### src/rtl/alu_sequencer_pkg.sv
// Shared definitions for the ALU sequencer: opcodes, FSM states, instruction field helpers.
// No logic of its own; imported by the sequencer.
// Instruction byte layout: OPC=[7:4], RA=[3:2], RB=[1:0].
package alu_sequencer_pkg;

    localparam logic [3:0] OP_MOV = 4'h0;
    localparam logic [3:0] OP_ADD = 4'h1;
    localparam logic [3:0] OP_SUB = 4'h2;
    localparam logic [3:0] OP_AND = 4'h3;
    localparam logic [3:0] OP_OR  = 4'h4;
    localparam logic [3:0] OP_XOR = 4'h5;
    localparam logic [3:0] OP_SHL = 4'h6;
    localparam logic [3:0] OP_SHR = 4'h7;
    localparam logic [3:0] OP_J   = 4'h8;
    localparam logic [3:0] OP_JAL = 4'h9;
    localparam logic [3:0] OP_LW  = 4'hA;
    localparam logic [3:0] OP_SW  = 4'hB;
    localparam logic [3:0] OP_BEQ = 4'hC;
    localparam logic [3:0] OP_BNE = 4'hD;
    localparam logic [3:0] OP_NOT = 4'hE;
    localparam logic [3:0] OP_LI  = 4'hF;

    typedef enum logic [2:0] {
        ST_IDLE   = 3'd0,
        ST_FETCH  = 3'd1,
        ST_DECODE = 3'd2,
        ST_EXEC   = 3'd3,
        ST_MEM    = 3'd4,
        ST_WB     = 3'd5
    } state_t;

    function automatic logic [3:0] f_opc(input logic [7:0] instr);
        return instr[7:4];
    endfunction

    function automatic logic [1:0] f_ra(input logic [7:0] instr);
        return instr[3:2];
    endfunction

    function automatic logic [1:0] f_rb(input logic [7:0] instr);
        return instr[1:0];
    endfunction

    // Sign-extend the 2-bit branch displacement held in the RB field
    function automatic logic [7:0] f_sext2(input logic [1:0] imm);
        return {{6{imm[1]}}, imm};
    endfunction

    // Opcodes whose ALU result lands in R[RA]
    function automatic logic f_writes_alu(input logic [3:0] opc);
        logic w;
        case (opc)
            OP_MOV, OP_ADD, OP_SUB, OP_AND,
            OP_OR,  OP_XOR, OP_SHL, OP_SHR,
            OP_NOT, OP_LI:               w = 1'b1;
            default:                     w = 1'b0;
        endcase
        return w;
    endfunction

endpackage

### src/rtl/alu_sequencer.sv
// Multi-cycle control FSM sequencing fetch, register read, ALU, data memory and write-back.
// 4 cycles per non-memory instruction, 5 for LW/SW, plus one per memory wait cycle.
// Memory requests are held until ack; run is sampled only in IDLE and at the end of WB.
module alu_sequencer
    import alu_sequencer_pkg::*;
#(
    parameter logic [7:0] PC_RESET = 8'h00,
    parameter logic [1:0] LINK_REG = 2'd3
) (
    input  logic       clk,
    input  logic       rst_n,
    input  logic       run,
    output logic       imem_req,
    output logic [7:0] imem_addr,
    input  logic       imem_ack,
    input  logic [7:0] imem_rdata,
    output logic       dmem_req,
    output logic       dmem_we,
    output logic [7:0] dmem_addr,
    output logic [7:0] dmem_wdata,
    input  logic       dmem_ack,
    input  logic [7:0] dmem_rdata,
    output logic [1:0] rf_ra0,
    output logic [1:0] rf_ra1,
    input  logic [7:0] rf_rd0,
    input  logic [7:0] rf_rd1,
    output logic       rf_we,
    output logic [1:0] rf_wa,
    output logic [7:0] rf_wdata,
    output logic [7:0] alu_instr,
    output logic [7:0] alu_in0,
    output logic [7:0] alu_in1,
    output logic [7:0] alu_pc,
    input  logic [7:0] alu_out,
    input  logic [7:0] alu_jump,
    input  logic       alu_ovf,
    output logic [7:0] pc,
    output logic       busy,
    output logic       ovf_sticky
);

    state_t     r_state;
    logic [7:0] r_pc;
    logic [7:0] r_ir;
    logic [7:0] r_in0;
    logic [7:0] r_in1;
    logic [7:0] r_alu_instr;
    logic       r_imem_req;
    logic       r_dmem_req;
    logic       r_dmem_we;
    logic       r_rf_we;
    logic [1:0] r_rf_wa;
    logic [7:0] r_rf_wdata;
    logic       r_ovf;

    logic [3:0] w_opc;
    logic       w_is_jump;
    logic       w_is_mem;
    logic       w_taken;
    logic [7:0] w_pc_inc;
    logic [7:0] w_next_pc;

    assign w_opc     = f_opc(r_ir);
    assign w_is_jump = (w_opc == OP_J) || (w_opc == OP_JAL);
    assign w_is_mem  = (w_opc == OP_LW) || (w_opc == OP_SW);
    assign w_taken   = ((w_opc == OP_BEQ) || (w_opc == OP_BNE)) && (alu_jump != 8'd0);
    assign w_pc_inc  = r_pc + 8'd1;

    // PC after WB; ALU inputs are stable through WB so alu_out/alu_jump are valid here
    always_comb begin
        w_next_pc = w_pc_inc;
        if (w_is_jump) begin
            w_next_pc = w_pc_inc + alu_out;
        end else if (w_taken) begin
            w_next_pc = w_pc_inc + f_sext2(f_rb(r_ir));
        end
    end

    // Instruction sequencing FSM; all bus/strobe outputs are registered here
    always_ff @(posedge clk or negedge rst_n) begin
        if (!rst_n) begin
            r_state     <= ST_IDLE;
            r_pc        <= PC_RESET;
            r_ir        <= 8'd0;
            r_in0       <= 8'd0;
            r_in1       <= 8'd0;
            r_alu_instr <= 8'd0;
            r_imem_req  <= 1'b0;
            r_dmem_req  <= 1'b0;
            r_dmem_we   <= 1'b0;
            r_rf_we     <= 1'b0;
            r_rf_wa     <= 2'd0;
            r_rf_wdata  <= 8'd0;
            r_ovf       <= 1'b0;
        end else begin
            // Write strobe is a single-cycle pulse covering exactly the WB cycle
            r_rf_we <= 1'b0;
            case (r_state)
                ST_IDLE: begin
                    if (run) begin
                        r_state    <= ST_FETCH;
                        r_imem_req <= 1'b1;
                    end
                end
                ST_FETCH: begin
                    if (r_imem_req && imem_ack) begin
                        r_ir       <= imem_rdata;
                        r_imem_req <= 1'b0;
                        r_state    <= ST_DECODE;
                    end
                end
                ST_DECODE: begin
                    r_in0       <= rf_rd0;
                    r_in1       <= rf_rd1;
                    r_alu_instr <= r_ir;
                    r_state     <= ST_EXEC;
                end
                ST_EXEC: begin
                    if (w_is_mem) begin
                        r_state    <= ST_MEM;
                        r_dmem_req <= 1'b1;
                        r_dmem_we  <= (w_opc == OP_SW);
                    end else begin
                        r_state    <= ST_WB;
                        r_rf_we    <= f_writes_alu(w_opc) || (w_opc == OP_JAL);
                        r_rf_wa    <= (w_opc == OP_JAL) ? LINK_REG : f_ra(r_ir);
                        r_rf_wdata <= (w_opc == OP_JAL) ? w_pc_inc : alu_out;
                    end
                end
                ST_MEM: begin
                    if (r_dmem_req && dmem_ack) begin
                        r_dmem_req <= 1'b0;
                        r_dmem_we  <= 1'b0;
                        r_state    <= ST_WB;
                        if (w_opc == OP_LW) begin
                            r_rf_we    <= 1'b1;
                            r_rf_wa    <= f_ra(r_ir);
                            r_rf_wdata <= dmem_rdata;
                        end
                    end
                end
                ST_WB: begin
                    r_pc <= w_next_pc;
                    if ((w_opc == OP_ADD) && alu_ovf) begin
                        r_ovf <= 1'b1;
                    end
                    if (run) begin
                        r_state    <= ST_FETCH;
                        r_imem_req <= 1'b1;
                    end else begin
                        r_state <= ST_IDLE;
                    end
                end
                default: begin
                    r_state <= ST_IDLE;
                end
            endcase
        end
    end

    assign imem_req   = r_imem_req;
    assign imem_addr  = r_pc;
    assign dmem_req   = r_dmem_req;
    assign dmem_we    = r_dmem_we;
    assign dmem_addr  = r_in1;
    assign dmem_wdata = r_in0;
    assign rf_ra0     = f_ra(r_ir);
    assign rf_ra1     = f_rb(r_ir);
    assign rf_we      = r_rf_we;
    assign rf_wa      = r_rf_wa;
    assign rf_wdata   = r_rf_wdata;
    assign alu_instr  = r_alu_instr;
    assign alu_in0    = r_in0;
    assign alu_in1    = r_in1;
    assign alu_pc     = r_pc;
    assign pc         = r_pc;
    assign busy       = (r_state != ST_IDLE);
    assign ovf_sticky = r_ovf;

endmodule

### config.mk
export PLATFORM = sky130hd
export DESIGN_NAME = alu_sequencer
export DESIGN_NICKNAME = d
export VERILOG_FILES = /design/src/rtl/alu_sequencer_pkg.sv /design/src/rtl/alu_sequencer.sv
export SDC_FILE = /design/constraint.sdc
export NUM_CORES = 1
export LEC_CHECK = 0
export BUFFER_PORTS_ARGS = -buffer_cell sky130_fd_sc_hd__buf_2
export CORE_ASPECT_RATIO = 0.9
export CORE_MARGIN = 1.5
export CORE_UTILIZATION = 45
export CTS_CLUSTER_DIAMETER = 120
export DETAILED_ROUTE_END_ITERATION = 8
export PLACE_DENSITY = 0.79
export SETUP_SLACK_MARGIN = 0.1
export SLEW_MARGIN = 40
export SYNTH_ARGS = -nofsm -noshare
export SYNTH_HDL_FRONTEND = slang
export SYNTH_SLANG_ARGS = --single-unit
### constraint.sdc
create_clock -name clk -period 2.6 [get_ports clk]
set_clock_uncertainty 0.05 [all_clocks]
set_input_delay 0.13 -clock clk [delete_from_list [all_inputs] [get_ports clk]]
set_output_delay 0.13 -clock clk [all_outputs]
set_load 0.05 [all_outputs]
==> results.sh, run 1 <==
export IMPL_rows=30
export IMPL_htree_num_levels=3
export IMPL_clk_pin_slew_ps=70
export IMPL_cpPeakStageDelay_ps=460
export IMPL_cts_buffers=9
export IMPL_p_leak_uw=0.00251
export IMPL_synth_edff_count=0
export IMPL_antenna_cells=0
export IMPL_yosysSeqAreaShare_pct=39.7
export IMPL_die_x_um=98.0
export IMPL_fmax_ghz=0.398
export IMPL_clkPwrFrac_pct=43.1
export IMPL_p_sw_uw=441
export IMPL_nNetsFinal=584
export IMPL_synth_most_common_cell="dfrtp_1"
export IMPL_grt_setup_unrepaired="true"
export IMPL_maxSlewViolCount=0
export IMPL_start_kind="flip-flop"
export IMPL_min_to="rf_wdata[3]"
export IMPL_post_route_drc_count=0
export IMPL_synth_ff_type="dfrtp_1"
export IMPL_grt_pass1_vias=3227
export IMPL_place_area_um2=4270
export IMPL_gp_congestion=0.926
export IMPL_worst_hold_slack_ps=25.2
export IMPL_synth_avg_cell_area_um2=9.95
export IMPL_via_per_inst=5.36
export IMPL_die_area_um2=8670
export IMPL_grt_use_total_pct=23.0
export IMPL_vdd_drop_max_uv=484
export IMPL_p_sw_share_pct=23.0
export IMPL_start_util_pct=47.5
export IMPL_yosysWarnings=0
export IMPL_grt_overflow_total=0
export IMPL_ant_nets=0
export IMPL_pwr_share_comb_pct=9.5
export IMPL_finalCritPeriodShare_pct=96.6
export IMPL_wl_per_cell_um=16.1
export IMPL_outcome="finished clean"
export IMPL_grt_max_degree=59
export IMPL_holdPathStages=3
export IMPL_slowest_stage="dfrtp_2"
export IMPL_drtIter0Drc=143
export IMPL_synth_top_cell_by_area="dfrtp_1"
export IMPL_coreArea_um2=7690
export IMPL_cp_required_ps=2780
export IMPL_crit_path_end_kind="flip-flop"
export IMPL_synth_top_cell_area_share_pct=39.7
export IMPL_synth_area_um2=3650
export IMPL_seq_power_share_pct=47.4
export IMPL_synthArstFlopShare_pct=100
export IMPL_yosys_top_cells_count="58 x dfrtp_1, 37 x buf_4, 35 x mux2_2"
export IMPL_area_growth_pct=35.0
export IMPL_tns_ps=0
export IMPL_synth_distinct_cells=54
export IMPL_synthCells=367
export IMPL_cts_tree="yes"
export IMPL_synth_area_leaders="dfrtp_1 40%, mux2_2 11%, buf_4 7.6%"
export IMPL_min_path_type="in2reg"
export IMPL_fp_dieH_um=88.5
export IMPL_maxCapViolCount=0
export IMPL_p_int_uw=1480
export IMPL_grt_pass1_wl_mm=15.6
export IMPL_syn_num_nets=440
export IMPL_reg2reg_slack_ps=90
export IMPL_grt_antenna_before_repair=0
export IMPL_wl_mm=9.84
export IMPL_ys_seq_elements=58
export IMPL_drive_gt1_share_pct=46.9
export IMPL_layoutNonFillerInstCount=610
export IMPL_worstPathCellList="ha_4, nand3_2, xnor2_2, buf_4, buf_4, ha_1, inv_1, o21bai_1, o41ai_2, xnor2_1, o221a_2, nand2_1"
export IMPL_r2r_end="alu_pc[7]"
export IMPL_vias=3272
export IMPL_place_hpwl_mm=6.90
export IMPL_io_pins=138
export IMPL_crit_reg2reg_launch="alu_pc[1]"
export IMPL_clock_path_buffers=2
export IMPL_final_area_um2=4930
export IMPL_dp_cells=561
export IMPL_critical_path_class="reg2reg"
export IMPL_tightest_slew_ps=645
export IMPL_setup_viol=0
export IMPL_io_buffers=137
export IMPL_crit_fanout=7
export IMPL_power_density_nw_per_um2=390
export IMPL_clk_latency_ps=340
export IMPL_critical_path_arrival_ps=2690
export IMPL_finalHoldViolations=0
export IMPL_reg2regPathDepth=12
export IMPL_slew_headroom_pct=57.0
export IMPL_hp_start="dmem_rdata[3]"
export IMPL_cts_root_buf="clkbuf_8"
export IMPL_cts_sink_count=58
export IMPL_crit_path_frequent_cell="buf_4"
export IMPL_drt_first_pass_iters=4
export IMPL_period_minus_slack_ps=2510
[power by group through the flow]
stage	clock network (uW)	logic, uW	registers (uW)
2_1_floorplan	0	47.2	948
4_1_cts	855	179	911
3_3_place_gp	0	145	927
6_report	827	182	911
5_1_grt	891	200	911
3_5_place_dp	0	147	928
[critical path: cells and delay by family (launching register included)]
family                     cells  cell delay [ps]
AOI/OAI and AO/OA              3              510
xor gates and xnor gates       2              390
adders and majority gates      2              480
buffers and inverters          3              360
DFF                            1              460
and+or+nand+nor                2              150
[flip-flops by register name, indices dropped and copies added (netlist names), 2 cells and up]
register and count:
alu_in0 8, alu_in1 8, alu_instr 8, alu_pc 8, r_ir 8, rf_wdata 8
r_state 3, rf_wa 2
[repair_timing]
action	CTS	global route
hold buffers	26	0
gates resized for setup	13	12
endpoints found under the setup margin	2	5
endpoints found under the hold margin	83	0
pin swaps	6	8
setup buffers	7	2
[cell families (layout without fill, tap and decap cells)]
family	count (synthesis)	in the layout	synth area share, %
xor+xnor	17	17	4.45
compound gates	81	81	14.3
fa+ha+maj	19	19	6.92
flops	58	58	39.7
simple gates	92	92	11.9
mux	41	41	12.4
buf+inv	59	206	10.3
[layer usage]
metal / part of all wire (%) / vias to the layer above / GRT usage (%) / wire (um)
li1: - / 1558 / - / -
met1: 42 / 1553 / 28.6 / 4140
met2: 48 / 138 / 39.0 / 4750
met3: 7.0 / 23 / 5.37 / 686
met4: 2.6 / 0 / 9.48 / 259
met5: 0 / - / 0 / 0
[worst max-delay path by stage]
| stage | startpoint | endpoint | cells after the start |
|---|---|---|---|
| finish | alu_pc[1] | alu_pc[7] | 12 |
| global route | alu_pc[1] | alu_pc[7] | 11 |
| CTS | alu_pc[1] | alu_pc[7] | 11 |
| detailed placement | alu_pc[0] | alu_pc[7] | 10 |
| global placement | alu_pc[0] | alu_pc[7] | 10 |
| floorplan | alu_pc[3] | alu_pc[7] | 10 |
[area by class of cell]
class	instances	area (um^2)
clock buffer	11	151
clock inverter	3	40.0
timing repair buffer	182	1100
multi-input combinational	250	2020
sequential	58	1460
inverter	10	37.5
fill	588	2770
tap	96	120
[layout by cell type, fill, tap and decap left out, types with 6 or more instances in the layout]
cell	n
xnor2_1	8
clkbuf_8	11
dlygate4sd3_1	26
a21oi_1	30
buf_4	16
nand2_1	25
mux2i_1	6
dfrtp_1	52
mux2_2	35
buf_2	137
inv_1	9
o21ai_0	9
nor2_1	31
ha_1	11
[through the flow]
step	utilization, %	total power, uW	setup WS, ps
CTS	63.0	1940	103
global route	64.1	2000	0.331
detailed placement	55.5	1070	2.15
finish	64.1	1920	87.9
global placement	55.5	1070	60.7
floorplan	-	995	-3.60
No activity file was read; power rests on OpenSTA's default activity.
==> inputs of run 2 (changes only) <==
--- a/config.mk
+++ b/config.mk
@@ -6,7 +6,7 @@
 export NUM_CORES = 1
 export LEC_CHECK = 0
 export BUFFER_PORTS_ARGS = -buffer_cell sky130_fd_sc_hd__buf_2
-export CORE_ASPECT_RATIO = 0.9
+export CORE_ASPECT_RATIO = 1.75
 export CORE_MARGIN = 1.5
 export CORE_UTILIZATION = 45
 export CTS_CLUSTER_DIAMETER = 120
@@ -17,3 +17,4 @@
 export SYNTH_ARGS = -nofsm -noshare
 export SYNTH_HDL_FRONTEND = slang
 export SYNTH_SLANG_ARGS = --single-unit
+export TNS_END_PERCENT = 50
==> run 2 against run 1 <==
Worst hold slack got worse by 19 ps; combinational power about the same; sequential cell count unchanged; total power increased by 24%; non-clock buffer count increased by 4; critical path type unchanged; largest cell class unchanged; largest power group is now clock.
==> results.sh, run 2 (synthesis gave the netlist of run 1 again) <==
export IMPL_outcome="finished clean"
export IMPL_critical_path_arrival_ps=2700
export IMPL_finalHoldViolations=0
export IMPL_wl_mm=10.3
export IMPL_start_kind="flip-flop"
export IMPL_startpoint="alu_pc[0]"
export IMPL_cts_sink_count=58
export IMPL_fp_dieH_um=122
export IMPL_antenna_cells=0
export IMPL_rows=43
export IMPL_dp_cells=559
export IMPL_vdd_drop_max_uv=512
export IMPL_period_minus_slack_ps=2540
export IMPL_cts_tree="yes"
export IMPL_finalCritPeriodShare_pct=97.7
export IMPL_clkPwrFrac_pct=54.0
export IMPL_mostFrequentLayoutCells="137 x buf_2, 52 x dfrtp_1, 35 x mux2_2, 31 x nor2_1, 30 x a21oi_1"
export IMPL_nNetsFinal=588
export IMPL_vias=3408
export IMPL_fmax_ghz=0.394
export IMPL_min_path_type="in2reg"
export IMPL_place_area_um2=4290
export IMPL_ant_nets=0
export IMPL_critical_path_class="reg2reg"
export IMPL_drtIter0Drc=242
export IMPL_r2r_end="alu_pc[7]"
export IMPL_n_fill_cell=612
export IMPL_die_area_um2=8690
export IMPL_wl_per_cell_um=16.9
export IMPL_final_common_cell="buf_2"
export IMPL_cts_buffers=9
export IMPL_layoutNonFillerInstCount=610
export IMPL_coreArea_um2=7910
export IMPL_maxCapViolCount=0
export IMPL_holdPathStages=2
export IMPL_grt_overflow_total=0
export IMPL_area_growth_pct=39.1
export IMPL_crit_fanout=11
export IMPL_tightest_slew_ps=674
export IMPL_die_x_um=71.1
export IMPL_p_int_uw=1890
export IMPL_clk_latency_ps=320
export IMPL_worst_hold_slack_ps=6.31
export IMPL_clk_pin_slew_ps=50
export IMPL_pwr_share_comb_pct=7.8
export IMPL_gp_congestion=0.913
export IMPL_io_pins=138
export IMPL_final_core_util_pct=64.2
export IMPL_htree_num_levels=3
export IMPL_cts_root_buf="clkbuf_16"
export IMPL_slew_headroom_pct=55.1
export IMPL_grt_use_total_pct=24.0
export IMPL_start_util_pct=46.2
export IMPL_p_sw_uw=496
export IMPL_reg2regPathDepth=10
export IMPL_crit_path_end_kind="flip-flop"
export IMPL_grt_antenna_before_repair=0
export IMPL_p_sw_share_pct=20.8
export IMPL_crit_reg2reg_launch="alu_pc[0]"
export IMPL_setup_viol=0
export IMPL_final_area_um2=5080
export IMPL_io_buffers=137
export IMPL_reg2reg_slack_ps=60
export IMPL_grt_setup_unrepaired="true"
export IMPL_drive_gt1_share_pct=47.7
export IMPL_seq_power_share_pct=38.3
export IMPL_grt_pass1_vias=3414
export IMPL_power_density_nw_per_um2=469
export IMPL_post_route_drc_count=0
export IMPL_maxSlewViolCount=0
export IMPL_crit_path_end="alu_pc[7]"
export IMPL_power_uw=2390
export IMPL_cp_required_ps=2760
export IMPL_p_leak_uw=0.00258
export IMPL_clock_path_buffers=2
export IMPL_via_per_inst=5.59
export IMPL_grt_max_degree=28
export IMPL_grt_pass1_wl_mm=15.9
export IMPL_place_hpwl_mm=7.28
export IMPL_drt_first_pass_iters=4
==> run 2: cell count changes in the layout (fill, tap and decap cells not counted), sizes merged <==
| cell | delta |
|---|---|
| buf | +6 |
| bufinv | +1 |
| dlygate4sd3 | -2 |
| clkbuf | +1 |
==> run 2: through the flow <==
| stage | setup slack (ps) | setup TNS, ps |
|---|---|---|
| global placement | 63.6 | 0 |
| CTS | 103 | 0 |
| finish | 59.9 | 0 |
| detailed placement | -9.06 | -9.06 |
| floorplan | -3.60 | -3.60 |
| global route | 9.50 | 0 |
==> run 2: how the worst min path moves through the flow <==
| stage | startpoint | to | slack (ps) |
|---|---|---|---|
| 6_report | imem_rdata[5] | r_ir[5] | 6 |
| 5_1_grt | imem_rdata[5] | r_ir[5] | 8 |
| 4_1_cts | imem_rdata[5] | r_ir[5] | 2 |
| 3_5_place_dp | rst_n | rf_wdata[4] | 140 |
| 3_3_place_gp | rst_n | rf_wdata[4] | 130 |
| 2_1_floorplan | rst_n | alu_in0[0] | -220 |
==> run 2: cell type report <==
cell class / count / area (um^2) / share of cell area, %
Multi-Input combinational cell: 250 / 2020 / 39.8
Sequential cell: 58 / 1460 / 28.8
Clock inverter: 4 / 73.8 / 1.45
Tap cell: 90 / 113 / 2.22
Timing Repair Buffer: 186 / 1120 / 22.0
Inverter: 10 / 37.5 / 0.739
Clock buffer: 12 / 256 / 5.05
==> run 2: power by group through the flow <==
stage               clock network [uW]  logic [uW]  registers, uW
detailed placement                   0         149            928
finish                            1290         185            913
CTS                               1310         179            913
global route                      1360         201            912
global placement                     0         146            927
floorplan                            0        47.2            948
==> run 2: layer usage <==
metal  part of all wire [%]  global-route usage, %
met1                     35                   23.3
met2                     55                   45.3
met3                    5.9                   6.20
met4                    4.4                   12.6
met5                      0                      0
==> run 2: worst max-delay path: stages (launching register included) <==
cell     delay (ps)
dfrtp_4         430
buf_6           140
nand3_2         100
xnor2_2         190
ha_1            360
o21ai_2          90
o21a_1          200
or4b_4          550
nand3_2          90
o221a_2         170
nand2_1          50
==> run 2: what timing repair did <==
item / 4_1_cts / 5_1_grt
resized for setup: 12 / 12
hold endpoints to repair: 48 / 0
buffers inserted: 8 / 3
hold buffers: 24 / 0
setup endpoints to repair: 2 / 3
pin swaps: 7 / 8
==> inputs of run 3 (changes only) <==
==> constraint.sdc (replaced) <==
create_clock -name clk -period 2.6 [get_ports clk]
set_clock_uncertainty 0.05 [all_clocks]
set_input_delay 0.52 -clock clk [delete_from_list [all_inputs] [get_ports clk]]
set_output_delay 0.52 -clock clk [all_outputs]
set_load 0.05 [all_outputs]
==> run 3 against run 2 <==
Sequential power is essentially flat; maximum frequency shrank 2.0%; final area shrank 1.0%; critical path type unchanged; wire length grew 5.0%; die area is the same; largest power group unchanged.
==> results.sh, run 3 (synthesis gave the netlist of run 1 again) <==
export IMPL_post_route_drc_count=0
export IMPL_ant_nets=0
export IMPL_critical_path_class="reg2reg"
export IMPL_wl_mm=10.8
export IMPL_period_minus_slack_ps=2590
export IMPL_drive_gt1_share_pct=53.6
export IMPL_slowest_stage="dfrtp_2"
export IMPL_slew_headroom_pct=53.1
export IMPL_start_kind="flip-flop"
export IMPL_via_per_inst=5.57
export IMPL_dp_cells=562
export IMPL_clkPwrFrac_pct=49.9
export IMPL_critical_path_arrival_ps=2810
export IMPL_p_leak_uw=0.00253
export IMPL_cp_required_ps=2820
export IMPL_antenna_cells=0
export IMPL_place_hpwl_mm=7.47
export IMPL_n_fill_cell=616
export IMPL_worstPathCellList="and3_4, nand3_4, xnor2_4, buf_4, buf_4, ha_1, nor2_1, o21bai_1, o41ai_2, buf_4, xnor2_2, o221a_4, nand2_1"
export IMPL_final_area_um2=5030
export IMPL_grt_antenna_before_repair=0
export IMPL_crit_fanout=4
export IMPL_grt_setup_unrepaired="true"
export IMPL_reg2reg_slack_ps=9
export IMPL_vias=3318
export IMPL_finalCritPeriodShare_pct=99.7
export IMPL_nNetsFinal=575
export IMPL_crit_buf_inv=3
export IMPL_critical_path_cell_count=13
export IMPL_seq_power_share_pct=42.2
export IMPL_clk_pin_slew_ps=50
export IMPL_cts_tree="yes"
export IMPL_reg2regPathDepth=13
export IMPL_grt_use_total_pct=23.9
export IMPL_power_density_nw_per_um2=431
export IMPL_power_uw=2170
export IMPL_final_common_cell="buf_2"
export IMPL_grt_overflow_total=0
export IMPL_tightest_slew_ps=704
export IMPL_io_buffers=137
export IMPL_min_path_type="in2async"
export IMPL_coreArea_um2=7910
export IMPL_layoutNonFillerInstCount=596
export IMPL_finalHoldViolations=0
export IMPL_wl_per_cell_um=18.1
export IMPL_vdd_drop_max_uv=322
export IMPL_maxSlewViolCount=0
export IMPL_area_growth_pct=37.7
export IMPL_fmax_ghz=0.386
export IMPL_pwr_share_comb_pct=8.0
export IMPL_rows=43
export IMPL_die_area_um2=8690
export IMPL_cts_root_buf="clkbuf_16"
export IMPL_hold_buffers=0
export IMPL_crit_path_frequent_cell="buf_4"
export IMPL_outcome="finished clean"
export IMPL_p_sw_share_pct=22.8
export IMPL_cpPeakStageDelay_ps=400
export IMPL_grt_max_degree=29
export IMPL_place_area_um2=4310
export IMPL_path_delay_family="compound AO/OA/AOI/OAI gates"
export IMPL_clk_latency_ps=330
export IMPL_clock_path_buffers=2
export IMPL_drtIter0Drc=158
export IMPL_drt_first_pass_iters=5
export IMPL_grt_pass1_wl_mm=15.9
export IMPL_p_int_uw=1670
export IMPL_maxCapViolCount=0
export IMPL_die_x_um=71.1
export IMPL_fp_dieH_um=122
export IMPL_worst_hold_slack_ps=180
export IMPL_grt_pass1_vias=3336
export IMPL_cts_buffers=9
export IMPL_setup_viol=0
export IMPL_htree_num_levels=3
export IMPL_cts_sink_count=58
export IMPL_crit_path_end_kind="flip-flop"
export IMPL_io_pins=138
export IMPL_start_util_pct=46.2
export IMPL_mostFrequentLayoutCells="137 x buf_2, 52 x dfrtp_1, 34 x mux2_2, 33 x buf_4, 31 x nor2_1"
export IMPL_gp_congestion=1.01
export IMPL_p_sw_uw=493
==> run 3: path summary, 6_finish.rpt <==
path | start | end
worst max register to register | alu_pc[2] | alu_pc[7]
worst min-delay path | rst_n | rf_wdata[7]
min in group clk | rf_rd0[0] | alu_in0[0]
worst max-delay path | alu_pc[2] | alu_pc[7]
max in group asynchronous | rst_n | r_state[2]
worst min register to register | ovf_sticky | ovf_sticky
==> run 3: metal layers <==
| layer | vias up | global-route usage (%) | share of wire [%] |
|---|---|---|---|
| met1 | 1606 | 23.0 | 35 |
| met5 | - | 0 | 0 |
| met3 | 36 | 5.54 | 4.5 |
| li1 | 1542 | - | - |
| met2 | 134 | 45.2 | 57 |
| met4 | 0 | 13.4 | 3.9 |
==> run 3: layout make-up <==
| class | count | area (um^2) | share of cell area [%] |
|---|---|---|---|
| timing repair buffer | 173 | 971 | 19.3 |
| clock buffer | 13 | 260 | 5.17 |
| clock inverter | 2 | 12.5 | 0.249 |
| multi-input combinational | 250 | 2170 | 43.2 |
| sequential | 58 | 1460 | 29.1 |
| inverter | 10 | 40.0 | 0.796 |
| tap | 90 | 113 | 2.24 |
==> run 3: power groups by stage <==
stage               combinational [uW]  clock (uW)  sequential, uW
floorplan                         47.2           0             948
global placement                   147           0             927
detailed placement                 153           0             928
CTS                                158        1110             913
global route                       188        1160             912
finish                             173        1080             913
==> run 3: what timing repair did <==
action                     4_1_cts  5_1_grt
buffers inserted                11        8
gates cloned                     0        0
resized for setup               20       29
setup endpoints to repair        2        4
pin swaps                       11       24
==> run 3: per-stage QoR <==
| stage | utilization (%) | setup TNS, ps | worst slack, ps |
|---|---|---|---|
| floorplan | - | -3.60 | -3.60 |
| global placement | 54.5 | 0 | 50.5 |
| detailed placement | 54.5 | -56.8 | -56.8 |
| CTS | 60.4 | 0 | 80.7 |
| global route | 63.6 | -60.0 | -60.0 |
| finish | 63.6 | 0 | 8.83 |
